File: src/rtl/icache_pkg.sv
// Shared types and helpers for the set-associative instruction cache.
package icache_pkg;

    localparam int LINE_W      = 128;
    localparam int HW_PER_LINE = 8;

    typedef enum logic [1:0] {
        S_REQUEST = 2'd0,
        S_FILL    = 2'd1,
        S_INSTALL = 2'd2,
        S_FLUSH   = 2'd3
    } state_t;

    // Select halfword idx (0..7) out of a 128-bit line.
    function automatic logic [15:0] hw_sel(input logic [LINE_W-1:0] line, input logic [2:0] idx);
        return line[{idx, 4'd0} +: 16];
    endfunction

endpackage

File: src/rtl/icache_if.sv
// Fetch-side and memory-side bus of the instruction cache.
interface icache_if;
    logic         proc_read;
    logic [31:0]  proc_addr;
    logic         flush;
    logic         proc_stall;
    logic [31:0]  proc_rdata;
    logic         mem_read;
    logic [27:0]  mem_addr;
    logic [127:0] mem_rdata;
    logic         mem_ready;

    // Environment side: core fetch stage plus instruction memory.
    modport master (
        output proc_read, proc_addr, flush, mem_rdata, mem_ready,
        input  proc_stall, proc_rdata, mem_read, mem_addr
    );

    // Cache side.
    modport slave (
        input  proc_read, proc_addr, flush, mem_rdata, mem_ready,
        output proc_stall, proc_rdata, mem_read, mem_addr
    );
endinterface

File: src/rtl/icache_way.sv
// One cache way: valid/tag/data for SETS entries, two lookup ports, one write port.
module icache_way
    import icache_pkg::*;
#(
    parameter int SETS  = 8,
    parameter int IDX_W = $clog2(SETS),
    parameter int TAG_W = 28 - IDX_W
) (
    input  logic              clk,
    input  logic              rst_n,
    input  logic [IDX_W-1:0]  a_idx,
    input  logic [TAG_W-1:0]  a_tag,
    output logic              a_hit,
    output logic [LINE_W-1:0] a_data,
    input  logic [IDX_W-1:0]  b_idx,
    input  logic [TAG_W-1:0]  b_tag,
    output logic              b_hit,
    output logic [LINE_W-1:0] b_data,
    input  logic              wr_en,
    input  logic [IDX_W-1:0]  wr_idx,
    input  logic [TAG_W-1:0]  wr_tag,
    input  logic [LINE_W-1:0] wr_data,
    output logic              wr_valid,
    input  logic              clr_en,
    input  logic [IDX_W-1:0]  clr_idx
);
    logic [SETS-1:0]   valid_r;
    logic [TAG_W-1:0]  tag_r  [SETS];
    logic [LINE_W-1:0] data_r [SETS];

    // Valid bits: cleared by reset or the flush sweep, set on install.
    always_ff @(posedge clk) begin
        if (!rst_n) begin
            valid_r <= '0;
        end else if (clr_en) begin
            valid_r[clr_idx] <= 1'b0;
        end else if (wr_en) begin
            valid_r[wr_idx] <= 1'b1;
        end
    end

    // Tag and data payload written on install; no reset needed behind valid.
    always_ff @(posedge clk) begin
        if (wr_en) begin
            tag_r[wr_idx]  <= wr_tag;
            data_r[wr_idx] <= wr_data;
        end
    end

    assign a_hit    = valid_r[a_idx] && (tag_r[a_idx] == a_tag);
    assign a_data   = data_r[a_idx];
    assign b_hit    = valid_r[b_idx] && (tag_r[b_idx] == b_tag);
    assign b_data   = data_r[b_idx];
    assign wr_valid = valid_r[wr_idx];

endmodule

File: src/rtl/icache_sa.sv
// Set-associative RV32IC instruction cache with LRU, line-crossing fetch and flush sweep.
module icache_sa
    import icache_pkg::*;
#(
    parameter int WAYS  = 2,
    parameter int SETS  = 8,
    parameter int IDX_W = $clog2(SETS),
    parameter int TAG_W = 28 - IDX_W
) (
    input logic     clk,
    input logic     proc_reset_n,
    icache_if.slave bus
);
    state_t            state_r;
    logic              flush_pending_r;
    logic [27:0]       fill_line_r;
    logic [LINE_W-1:0] line_buf_r;
    logic [IDX_W-1:0]  set_cnt_r;
    logic [SETS-1:0]   lru_r;       // per set: index of the least recently used way

    logic [27:0]       line_a_s, line_b_s, fill_line_s;
    logic [IDX_W-1:0]  idx_a_s, idx_b_s, fill_idx_s;
    logic [2:0]        off_s;
    logic [WAYS-1:0]   a_hit_w, b_hit_w, fill_valid_w, wr_en_w;
    logic [LINE_W-1:0] a_data_w [WAYS];
    logic [LINE_W-1:0] b_data_w [WAYS];
    logic [LINE_W-1:0] a_line_s, b_line_s;
    logic              a_hit_s, b_hit_s, a_way_s, b_way_s, victim_s;
    logic              cross_s, hit_s, flush_req_s, serve_s, miss_req_s;
    logic [15:0]       h_s;
    logic [31:0]       rdata_s;

    assign line_a_s   = bus.proc_addr[31:4];
    assign line_b_s   = line_a_s + 28'd1;          // wraps modulo 2^28
    assign off_s      = bus.proc_addr[3:1];
    assign idx_a_s    = line_a_s[IDX_W-1:0];
    assign idx_b_s    = line_b_s[IDX_W-1:0];
    assign fill_idx_s = fill_line_r[IDX_W-1:0];

    for (genvar w = 0; w < WAYS; w++) begin : g_way
        icache_way #(.SETS(SETS), .IDX_W(IDX_W), .TAG_W(TAG_W)) u_way (
            .clk      (clk),
            .rst_n    (proc_reset_n),
            .a_idx    (idx_a_s),
            .a_tag    (line_a_s[27:IDX_W]),
            .a_hit    (a_hit_w[w]),
            .a_data   (a_data_w[w]),
            .b_idx    (idx_b_s),
            .b_tag    (line_b_s[27:IDX_W]),
            .b_hit    (b_hit_w[w]),
            .b_data   (b_data_w[w]),
            .wr_en    (wr_en_w[w]),
            .wr_idx   (fill_idx_s),
            .wr_tag   (fill_line_r[27:IDX_W]),
            .wr_data  (line_buf_r),
            .wr_valid (fill_valid_w[w]),
            .clr_en   (state_r == S_FLUSH),
            .clr_idx  (set_cnt_r)
        );
        assign wr_en_w[w] = proc_reset_n && (state_r == S_INSTALL) && (victim_s == 1'(w));
    end

    // Merge per-way lookup results; at most one way hits per line.
    always_comb begin
        a_line_s = '0;
        b_line_s = '0;
        for (int w = 0; w < WAYS; w++) begin
            a_line_s = a_line_s | ({LINE_W{a_hit_w[w]}} & a_data_w[w]);
            b_line_s = b_line_s | ({LINE_W{b_hit_w[w]}} & b_data_w[w]);
        end
    end

    assign a_hit_s = |a_hit_w;
    assign b_hit_s = |b_hit_w;
    assign a_way_s = (WAYS == 2) ? a_hit_w[WAYS-1] : 1'b0;
    assign b_way_s = (WAYS == 2) ? b_hit_w[WAYS-1] : 1'b0;

    // A 32-bit instruction in the last halfword needs line B as well.
    assign h_s         = hw_sel(a_line_s, off_s);
    assign cross_s     = a_hit_s && (off_s == 3'd7) && (h_s[1:0] == 2'b11);
    assign hit_s       = a_hit_s && (!cross_s || b_hit_s);
    assign flush_req_s = bus.flush || flush_pending_r;
    assign serve_s     = proc_reset_n && (state_r == S_REQUEST) && bus.proc_read && !flush_req_s && hit_s;
    assign miss_req_s  = proc_reset_n && (state_r == S_REQUEST) && bus.proc_read && !flush_req_s && !hit_s;
    assign fill_line_s = a_hit_s ? line_b_s : line_a_s;

    // Assemble the instruction word from one or two lines.
    always_comb begin
        if (off_s != 3'd7) begin
            rdata_s = {hw_sel(a_line_s, off_s + 3'd1), h_s};
        end else if (cross_s) begin
            rdata_s = {hw_sel(b_line_s, 3'd0), h_s};
        end else begin
            rdata_s = {16'd0, h_s};
        end
    end

    // Victim: lowest invalid way, otherwise the LRU way of the fill set.
    always_comb begin
        victim_s = 1'b0;
        if (WAYS == 2) begin
            if (!fill_valid_w[0]) begin
                victim_s = 1'b0;
            end else if (!fill_valid_w[WAYS-1]) begin
                victim_s = 1'b1;
            end else begin
                victim_s = lru_r[fill_idx_s];
            end
        end else begin
            victim_s = 1'b0;
        end
    end

    // Line address to memory: live on the miss cycle, held from the register in FILL.
    always_comb begin
        bus.mem_addr = 28'd0;
        if (proc_reset_n && (state_r == S_FILL)) begin
            bus.mem_addr = fill_line_r;
        end else if (miss_req_s) begin
            bus.mem_addr = fill_line_s;
        end else begin
            bus.mem_addr = 28'd0;
        end
    end

    assign bus.proc_stall = proc_reset_n && ((state_r != S_REQUEST) || (bus.proc_read && !serve_s));
    assign bus.proc_rdata = serve_s ? rdata_s : 32'd0;
    assign bus.mem_read   = proc_reset_n && ((state_r == S_FILL) || miss_req_s);

    // Control FSM: miss capture, fill wait, install, and the flush sweep.
    always_ff @(posedge clk) begin
        if (!proc_reset_n) begin
            state_r         <= S_REQUEST;
            flush_pending_r <= 1'b0;
            fill_line_r     <= 28'd0;
            line_buf_r      <= '0;
            set_cnt_r       <= '0;
        end else begin
            case (state_r)
                S_REQUEST: begin
                    if (flush_req_s) begin
                        state_r         <= S_FLUSH;
                        flush_pending_r <= 1'b0;
                        set_cnt_r       <= '0;
                    end else if (miss_req_s) begin
                        fill_line_r <= fill_line_s;
                        state_r     <= S_FILL;
                    end else begin
                        state_r <= S_REQUEST;
                    end
                end
                S_FILL: begin
                    if (bus.flush) begin
                        flush_pending_r <= 1'b1;
                    end
                    if (bus.mem_ready) begin
                        line_buf_r <= bus.mem_rdata;
                        state_r    <= S_INSTALL;
                    end
                end
                S_INSTALL: begin
                    if (bus.flush) begin
                        flush_pending_r <= 1'b1;
                    end
                    state_r <= S_REQUEST;
                end
                S_FLUSH: begin
                    set_cnt_r <= set_cnt_r + IDX_W'(1);
                    if (set_cnt_r == IDX_W'(SETS - 1)) begin
                        state_r <= S_REQUEST;
                    end
                end
                default: begin
                    state_r <= S_REQUEST;
                end
            endcase
        end
    end

    // LRU bits: cleared by reset/flush, updated on install and on every served hit.
    always_ff @(posedge clk) begin
        if (!proc_reset_n) begin
            lru_r <= '0;
        end else if (state_r == S_FLUSH) begin
            lru_r[set_cnt_r] <= 1'b0;
        end else if (state_r == S_INSTALL) begin
            lru_r[fill_idx_s] <= ~victim_s;
        end else if (serve_s) begin
            lru_r[idx_a_s] <= ~a_way_s;
            if (cross_s) begin
                lru_r[idx_b_s] <= ~b_way_s;
            end
        end
    end

endmodule

File: src/flat_wrapper.sv
// flat-port wrapper written by rule: the top's interface ports become plain ports
module icache_sa_flat import icache_pkg::*;
#(
    parameter int WAYS  = 2,
    parameter int SETS  = 8,
    parameter int IDX_W = $clog2(SETS),
    parameter int TAG_W = 28 - IDX_W
)
  (clk, proc_reset_n, bus_proc_read, bus_proc_addr, bus_flush, bus_mem_rdata, bus_mem_ready, bus_proc_stall, bus_proc_rdata, bus_mem_read, bus_mem_addr);
  icache_if bus_i ();
  input logic clk;
  input logic proc_reset_n;
  input wire logic [$bits(bus_i.proc_read)-1:0] bus_proc_read;
  input wire logic [$bits(bus_i.proc_addr)-1:0] bus_proc_addr;
  input wire logic [$bits(bus_i.flush)-1:0] bus_flush;
  input wire logic [$bits(bus_i.mem_rdata)-1:0] bus_mem_rdata;
  input wire logic [$bits(bus_i.mem_ready)-1:0] bus_mem_ready;
  output wire logic [$bits(bus_i.proc_stall)-1:0] bus_proc_stall;
  output wire logic [$bits(bus_i.proc_rdata)-1:0] bus_proc_rdata;
  output wire logic [$bits(bus_i.mem_read)-1:0] bus_mem_read;
  output wire logic [$bits(bus_i.mem_addr)-1:0] bus_mem_addr;
  assign bus_i.proc_read = bus_proc_read;
  assign bus_i.proc_addr = bus_proc_addr;
  assign bus_i.flush = bus_flush;
  assign bus_i.mem_rdata = bus_mem_rdata;
  assign bus_i.mem_ready = bus_mem_ready;
  assign bus_proc_stall = bus_i.proc_stall;
  assign bus_proc_rdata = bus_i.proc_rdata;
  assign bus_mem_read = bus_i.mem_read;
  assign bus_mem_addr = bus_i.mem_addr;
  icache_sa #(.WAYS(WAYS), .SETS(SETS), .IDX_W(IDX_W), .TAG_W(TAG_W)) u_core (.clk(clk), .proc_reset_n(proc_reset_n), .bus(bus_i));
endmodule
File: config.mk
export PLATFORM = sky130hd
export DESIGN_NAME = icache_sa_flat
export DESIGN_NICKNAME = d
export VERILOG_FILES = /design/src/rtl/icache_pkg.sv /design/src/rtl/icache_if.sv /design/src/rtl/icache_way.sv /design/src/rtl/icache_sa.sv /design/src/flat_wrapper.sv
export SDC_FILE = /design/constraint.sdc
export NUM_CORES = 2
export LEC_CHECK = 0
export CAP_MARGIN = 20
export CORE_MARGIN = 1
export CORE_UTILIZATION = 60
export CTS_CLUSTER_DIAMETER = 120
export DETAILED_ROUTE_END_ITERATION = 8
export PLACE_DENSITY = 0.83
export REMOVE_ABC_BUFFERS = 1
export SLEW_MARGIN = 10
export SYNTH_ARGS = -nofsm -noshare
export SYNTH_HDL_FRONTEND = slang
export SYNTH_SLANG_ARGS = --single-unit
File: constraint.sdc
create_clock -name clk -period 26.5 [get_ports clk]
set_input_delay 2.65 -clock clk [delete_from_list [all_inputs] [get_ports clk]]
set_output_delay 2.65 -clock clk [all_outputs]
set_load 0.01 [all_outputs]
# [Word level (Yosys, flattened, before mapping)]
# Memories as Yosys holds them, arrays and structs flattened.
# Index checks and enable logic that the tools add are counted.
[totals] register_bits=186 ramBits=2448 out_inout_bits=62 mem_count=4
[classes] n_addsub=3 magnitude_cmp=8 eq_ne=15 shift=2 n_mux=55 bitwise_logic=16 reduce_logical=46
[mem_list] name="u_core.g_way[0].u_way.data_r" words=8 word_bits=128 read_ports=2 rd_clocked_by_memory_dff=0 write_ports=1 line="icache_way.sv:29" rtl="logic [LINE_W-1:0] data_r [SETS];"
[mem_list] name="u_core.g_way[1].u_way.data_r" words=8 word_bits=128 read_ports=2 rd_clocked_by_memory_dff=0 write_ports=1 line="icache_way.sv:29"
[mem_list] name="u_core.g_way[0].u_way.tag_r" words=8 word_bits=25 read_ports=2 rd_clocked_by_memory_dff=0 write_ports=1 line="icache_way.sv:28" rtl="logic [TAG_W-1:0] tag_r [SETS];"
[mem_list] name="u_core.g_way[1].u_way.tag_r" words=8 word_bits=25 read_ports=2 rd_clocked_by_memory_dff=0 write_ports=1 line="icache_way.sv:28"
[ops] op="128-bit bitwise AND" count=2
[ops] op="128-bit by 8-bit variable part select with 16-bit output" count=2
[ops] op="128-bit bitwise OR" count=1
[ops] op="25-bit == test" count=4
[ops] op="32-bit 2-to-1 mux" count=3
[ops] op="28-bit 2-to-1 mux" count=3
[ops] op="8-bit 2-to-1 mux" count=8
[ops] op="16-bit bitwise AND" count=2
[ops] op="28-bit by 1-bit adder with 28-bit output (second input constant)" count=1
[ops] op="8-bit bitwise AND" count=3
[ops] op="8-bit bitwise mux" count=3
[ops] op="1-bit logical AND" count=23
[ops] op="1-bit binary-select mux with 3-bit select" count=7
[ops] op="1-bit 2-to-1 mux" count=20
[ops] op="3-bit by 4-bit < comparator with 1-bit output (second input constant)" count=4
[ops] op="16-bit bitwise OR" count=1
[ops] op="8-bit bitwise OR" count=2
[ops] op="1-bit demux with 3-bit select" count=4
[ops] op="3-bit by 1-bit greater-or-equal comparator with 1-bit output (second input constant)" count=4
[ops] op="2-bit nonzero test" count=5
[ops] op="8-bit NOT" count=1
[ops] op="2-bit one-hot mux with 4 select lines" count=1
[ops] op="3-bit by 1-bit adder with 3-bit output (second input constant)" count=2
[ops] op="2-bit == test (second input constant)" count=3
[ops] op="17 further kinds" count=36

# [Logic depth before layout (Yosys ltp)]
[depth] depth_word=16 mapped_depth=21

# [Modules after synthesis]
# From an unflattened synthesis, not the netlist that was laid out.
[unflattened] hier_cells=6728 hier_area_um2=123916.3
[by_module_without_submodules] module="icache_way (u_core.g_way[0].u_way)" n_inst=1 cells_per_inst=2572 area_per_inst_um2=56185.1 seq_area_each_um2=36915.4
[by_module_without_submodules] module="icache_way (u_core.g_way[1].u_way)" n_inst=1 cells_per_inst=2563 area_per_inst_um2=56141.3 seq_area_each_um2=36915.4
[by_module_without_submodules] module="icache_sa" n_inst=1 cells_per_inst=1593 area_per_inst_um2=11589.9 seq_area_each_um2=3403.3

# [Least setup slack after synthesis]
# OpenSTA, ideal clock, no wires.
[synth_timing] path_type="input-to-reg" from="in proc_reset_n" to="mem u_core.g_way[1].u_way.data_r[0][0], enable pin" arrival_ps=9540 required_time_ps=25832 setup_slack_ps=16291 stages=3 n_path_buf=1 cell_sequence="clkbuf_1 > nand3_1 > nor2_1"
[synth_between] elab_chain_len=4
[synth_lines] element="start: declaration" line="flat_wrapper.sv:12" rtl="input logic proc_reset_n;"
[synth_lines] element="1-bit logical AND (2 in series)" line="icache_sa.sv:60" rtl="assign wr_en_w[w] = proc_reset_n && (state_r == S_INSTALL) && (victim_s == 1'(w));"
[synth_lines] element="1-bit 2-to-1 mux" line="icache_way.sv:44" rtl="if (wr_en) begin"
[synth_lines] element="1-bit 2-to-1 mux (not written as such)" line="icache_way.sv:46" rtl="data_r[wr_idx] <= wr_data;"
[synth_lines] element="end: declaration" line="icache_way.sv:29"
# Every way passes these cells.

# [Final worst setup path]
[layout_timing] from="in bus_proc_addr[4]" to="out bus_mem_addr[27]"
[layout_between] elab_chain_len=15 word_cells_on_any_way=38 cone_classes="add/sub: 1; eq/ne: 5; shift: 1; mux: 11; bitwise: 3; reduce/logical: 13; memory: 4"
[layout_lines] element="start: declaration" line="flat_wrapper.sv:14" rtl="input wire logic [$bits(bus_i.proc_addr)-1:0] bus_proc_addr;"
[layout_lines] element="memory 8 x 25 bit / 1-bit binary-select mux with 3-bit select (equally long branches)"
[layout_lines] element="25-bit == test / 1-bit 2-to-1 mux (equally long branches)" line="icache_way.sv:50" rtl="assign a_hit = valid_r[a_idx] && (tag_r[a_idx] == a_tag);"
[layout_lines] element="1-bit logical AND" line="icache_way.sv:50"
[layout_lines] element="128-bit bitwise AND" line="icache_sa.sv:68" rtl="a_line_s = a_line_s | ({LINE_W{a_hit_w[w]}} & a_data_w[w]);"
[layout_lines] element="128-bit bitwise OR" line="icache_sa.sv:68"
[layout_lines] element="128-bit by 8-bit variable part select with 16-bit output" line="icache_pkg.sv:16" rtl="return line[{idx, 4'd0} +: 16];"
[layout_lines] element="2-bit == test" line="icache_sa.sv:80" rtl="assign cross_s = a_hit_s && (off_s == 3'd7) && (h_s[1:0] == 2'b11);"
[layout_lines] element="1-bit logical AND" line="icache_sa.sv:80"
[layout_lines] element="1-bit zero test" line="icache_sa.sv:81" rtl="assign hit_s = a_hit_s && (!cross_s || b_hit_s);"
[layout_lines] element="1-bit logical OR" line="icache_sa.sv:81"
[layout_lines] element="1-bit logical AND" line="icache_sa.sv:81"
[layout_lines] element="1-bit zero test" line="icache_sa.sv:84" rtl="assign miss_req_s = proc_reset_n && (state_r == S_REQUEST) && bus.proc_read && !flush_req_s && !hit_s;"
[layout_lines] element="1-bit logical AND" line="icache_sa.sv:84"
[layout_lines] element="28-bit 2-to-1 mux (*)" line="icache_sa.sv:119" rtl="end else if (miss_req_s) begin"
[layout_lines] element="28-bit 2-to-1 mux (*)" line="icache_sa.sv:117" rtl="if (proc_reset_n && (state_r == S_FILL)) begin"
[layout_lines] element="end: declaration" line="flat_wrapper.sv:21" rtl="output wire logic [$bits(bus_i.mem_addr)-1:0] bus_mem_addr;"
# Mark *: on every way between the ends. The rest lies on a longest branch, timed or not. The select of a mux whose other input is x is not followed.

==> run_results.csv <==
group,metric,value,unit
clock_network,cts_resized,0,
global_routing,grt_use_total,38.4,%
drt,dr.pass1.iters,8,
drt,antenna_left,0,
yosys,ys_warn_count,0,
critical_path,crit_start,"bus_proc_addr[4]",
sta,maxSlewViolCount,0,
layout,area_growth,12.3,%
yosys,ys.flop_type,"edfxtp_1",
critical_path,crit_fanout,133,
yosys,synth_seq_cells,2634,
power,pwr-share-seq,51.8,%
worst_hold_path,min_path_cells,2,
clock_network,clkTransAtPathRegs,0.06,ns
placed_design,place_inst,9315,
yosys,syn_area_per_cell,15.0,µm²
global_routing,grt_pass1_vias,73149,
yosys,synth_area_leader_cell,"edfxtp_1",
layout,finalNonFillerCells,9796,
die,rows,154,
sta,rsz0062_at_grt,"no",
sta,tightest_slew,1.22,ns
power,p_per_area,77.7,nW/µm²
layout,design_area,120000,µm²
die,fp.dieW,425,µm
sta,period_needed,14.29,ns
yosys,synthAdderAreaFrac,0.128,%
placed_design,dpl_cell_area,112000,µm²
sta,finalSetupTns,0,ns
critical_path,crit_path_end,"bus_mem_addr[27]",
power,combPwrFrac,8.4,%
layout,nets,7430,
critical_path,end_kind,"output pin",
yosys,netlist_instances,7135,
global_routing,grt_max_degree,135,
yosys,synthSimpleGateAreaFrac,6.39,%
yosys,synth_top_family_by_area,"compound AO/OA/AOI/OAI gates",
sta,fin_skew,0.104,ns
drt,vias,75447,
die,die_area,180000,µm²
global_routing,grt_remaining_overflow,0,
critical_path,rrSetupSlack,19.90,ns
placed_design,port_buffers,225,
yosys,synth_xor_area_share,0.987,%
global_routing,grt_pass1_wl,499000,µm
yosys,synth-edff-count,2448,
critical_path,critPathRequiredTime,23.85,ns
clock_network,cts_buffers,274,
layout,layout-drive-gt1-share,13.2,%
clock_network,cts_tree,"yes",
yosys,synth_compound_area_share,11.8,%
yosys,synth_mux_area_share,6.47,%
yosys,synth_area_leaders,"edfxtp_1 69%, o22ai_1 5.5%, dfxtp_1 3.5%",
critical_path,worstSetupPathType,"in2out",
clock_network,postCtsSetupRepairBufs,0,
yosys,synth_area,107000,µm²
placed_design,gp_congestion,0.995,
sta,setup_viol,0,
worst_hold_path,min_path_type,"reg2reg",
drt,wl_per_cell,36.1,µm
die,die_h,425,µm
power,peakVddDrop,0.0714,mV
critical_path,startpoint_type,"primary input",
placed_design,dp_hpwl,184000,µm
sta,fmax,70.0,MHz
drt,viasPerCell,7.70,
sta,final_hold_viol_count,0,
clock_network,cts_root_buf,"clkbuf_16",
sta,slew_headroom,18.6,%
power,cellInternalPower,7120,µW
yosys,synth_commonest_cells,"2448 x edfxtp_1, 943 x o22ai_1, 554 x nand2_1",
drt,totalWireLength,354000,µm
flow_run,cap_violations,0,
clock_network,h-tree-depth,5,
global_routing,antenna_found_initial,8,
critical_path,cp.arrival,11.64,ns
die,start_util,60.6,%
critical_path,r2r_end,"u_core.g_way[0].u_way.data_r[0][47]",
critical_path,r2r-start,"u_core.fill_line_r[1]",
power,p_sw_share,24.0,%
clock_network,clock-sinks,2634,
die,io_pins,227,
yosys,synth.most_common_cell,"edfxtp_1",
clock_network,cts_hold_buf,0,
yosys,synth_cell_types,93,
sta,period_share,53.9,%
outcome,status,"complete, no violations",
drt,drc_errors,0,
critical_path,max_stage_delay,1.12,ns
critical_path,cp_common_cell,"buf_4",
drt,drtIter0Drc,15759,
power,p_clk_share,39.8,%
critical_path,cpMaxStageDelayCell,"o31ai_1",
die,core,177000,µm²
clock_network,clockBufferDepth,4,
yosys,netlist.area_leader.share,68.6,%
critical_path,cp_cell_sequence,"buf_8 -> buf_4 -> buf_12 -> mux4_2 -> mux2i_1 -> xor2_1 -> nand3_1 -> nor4_4 -> nand4_2 -> o32ai_1 -> nor3_1 -> a31o_1 -> o31ai_4 -> buf_4 -> nand2_2 -> o31ai_1 -> clkdlybuf4s50_1",
yosys,synthArstFlopShare,0,%
critical_path,reg2reg_depth,11,
power,p_leak,0.0383,µW
power,p_sw,2240,µW
yosys,ys_seq_area_share,72.0,%
clock_network,clk_latency,0.97,ns
-- cells in the final DEF, fill, tap and decap left out, types with 33 or more instances in the layout --
cell type and count:
edfxtp_1 2448, o22ai_1 943, nand2_1 543, clkbuf_16 280, a21oi_1 261, nor2_1 250
clkdlybuf4s50_1 219, mux2_2 218, dfxtp_1 186, mux2i_1 148, or4_1 146, o221ai_1 142
o21ai_0 140, buf_4 135, mux4_2 133, nor3_1 125, o22a_1 83, clkbuf_1 70
xnor2_1 59, xor2_1 59, nor4_1 55, a22oi_1 36, nand3_1 36, clkinv_2 35
o31ai_1 34, a211oi_1 33, a311oi_1 33
-- routing by layer --
| layer | part of all wire (%) | routed length (µm) | track usage (%) | vias to the layer above |
|---|---|---|---|---|
| li1 | - | - | - | 29166 |
| met2 | 44 | 157000 | 57.7 | 8318 |
| met4 | 8.8 | 31200 | 28.5 | 8 |
| met5 | 0.028 | 99 | 0 | - |
| met1 | 31 | 111000 | 48.3 | 35988 |
| met3 | 16 | 55100 | 10.3 | 1967 |
-- power groups by stage --
stage               Sequential [µW]  Clock (µW)  Combinational [µW]
detailed placement             4920           0                 748
CTS                            4840        3710                 757
finish                         4850        3720                 791
global placement               4910           0                 734
floorplan                      4890           0                 415
global route                   4860        3860                 809
-- cell type report --
type                    instances  area (µm²)
multi-input cells            3935       27900
repair buffers                381        3720
fillers                     10894       56400
inverters                      28         116
flip-flops and latches       2634       77200
well taps                    2340        2930
diodes                          7        17.5
clock buffers                 375        7610
clock inverters                96         917
-- cells by family after synthesis --
kind of cell	Yosys count
multiplexers	499
AND/OR/NAND/NOR	1403
AO/OA/AOI/OAI	1902
XOR/XNOR	120
adder cells (fa/ha/maj)	11
flip-flops	2634
buffers and inverters	566
-- metrics by stage --
stage / power, µW / util, % / hold slack [ns] / worst slack, ns
floorplan: 5310 / - / 0.438 / 10.89
global placement: 5640 / 63.2 / 0.457 / 12.85
detailed placement: 5670 / 63.2 / 0.463 / 12.72
CTS: 9300 / 68.1 / 0.470 / 12.72
global route: 9530 / 68.1 / 0.498 / 12.30
finish: 9360 / 68.1 / 0.475 / 12.21
-- worst max-delay path, delay by kind of cell --
family | cells | cell delay (ns)
and+or+nand+nor | 5 | 2.19
buffers and inverters | 5 | 2.99
xor gates and xnor gates | 1 | 0.41
AOI/OAI and AO/OA | 4 | 2.06
muxes | 2 | 0.99
-- worst min path at each step --
stage,startpoint,to,slack [ns]
after floorplan,u_core.lru_r[0],u_core.lru_r[0],0.44
after detailed placement,u_core.lru_r[2],u_core.lru_r[2],0.46
final,u_core.lru_r[2],u_core.lru_r[2],0.48
after global routing,u_core.lru_r[6],u_core.lru_r[6],0.50
after global placement,u_core.lru_r[2],u_core.lru_r[2],0.46
after CTS,u_core.lru_r[2],u_core.lru_r[2],0.47
-- state kept, by name, indices dropped and copies added, names as in the netlist --
name and cells:
u_core.g_way.u_way.data_r 2048, u_core.set_cnt_r 3, u_core.lru_r 8, u_core.g_way.u_way.valid_r 16, u_core.fill_line_r 28, u_core.state_r 2
u_core.g_way.u_way.tag_r 400, u_core.line_buf_r 128, u_core.flush_pending_r 1
(Power assumes the default switching activity.)
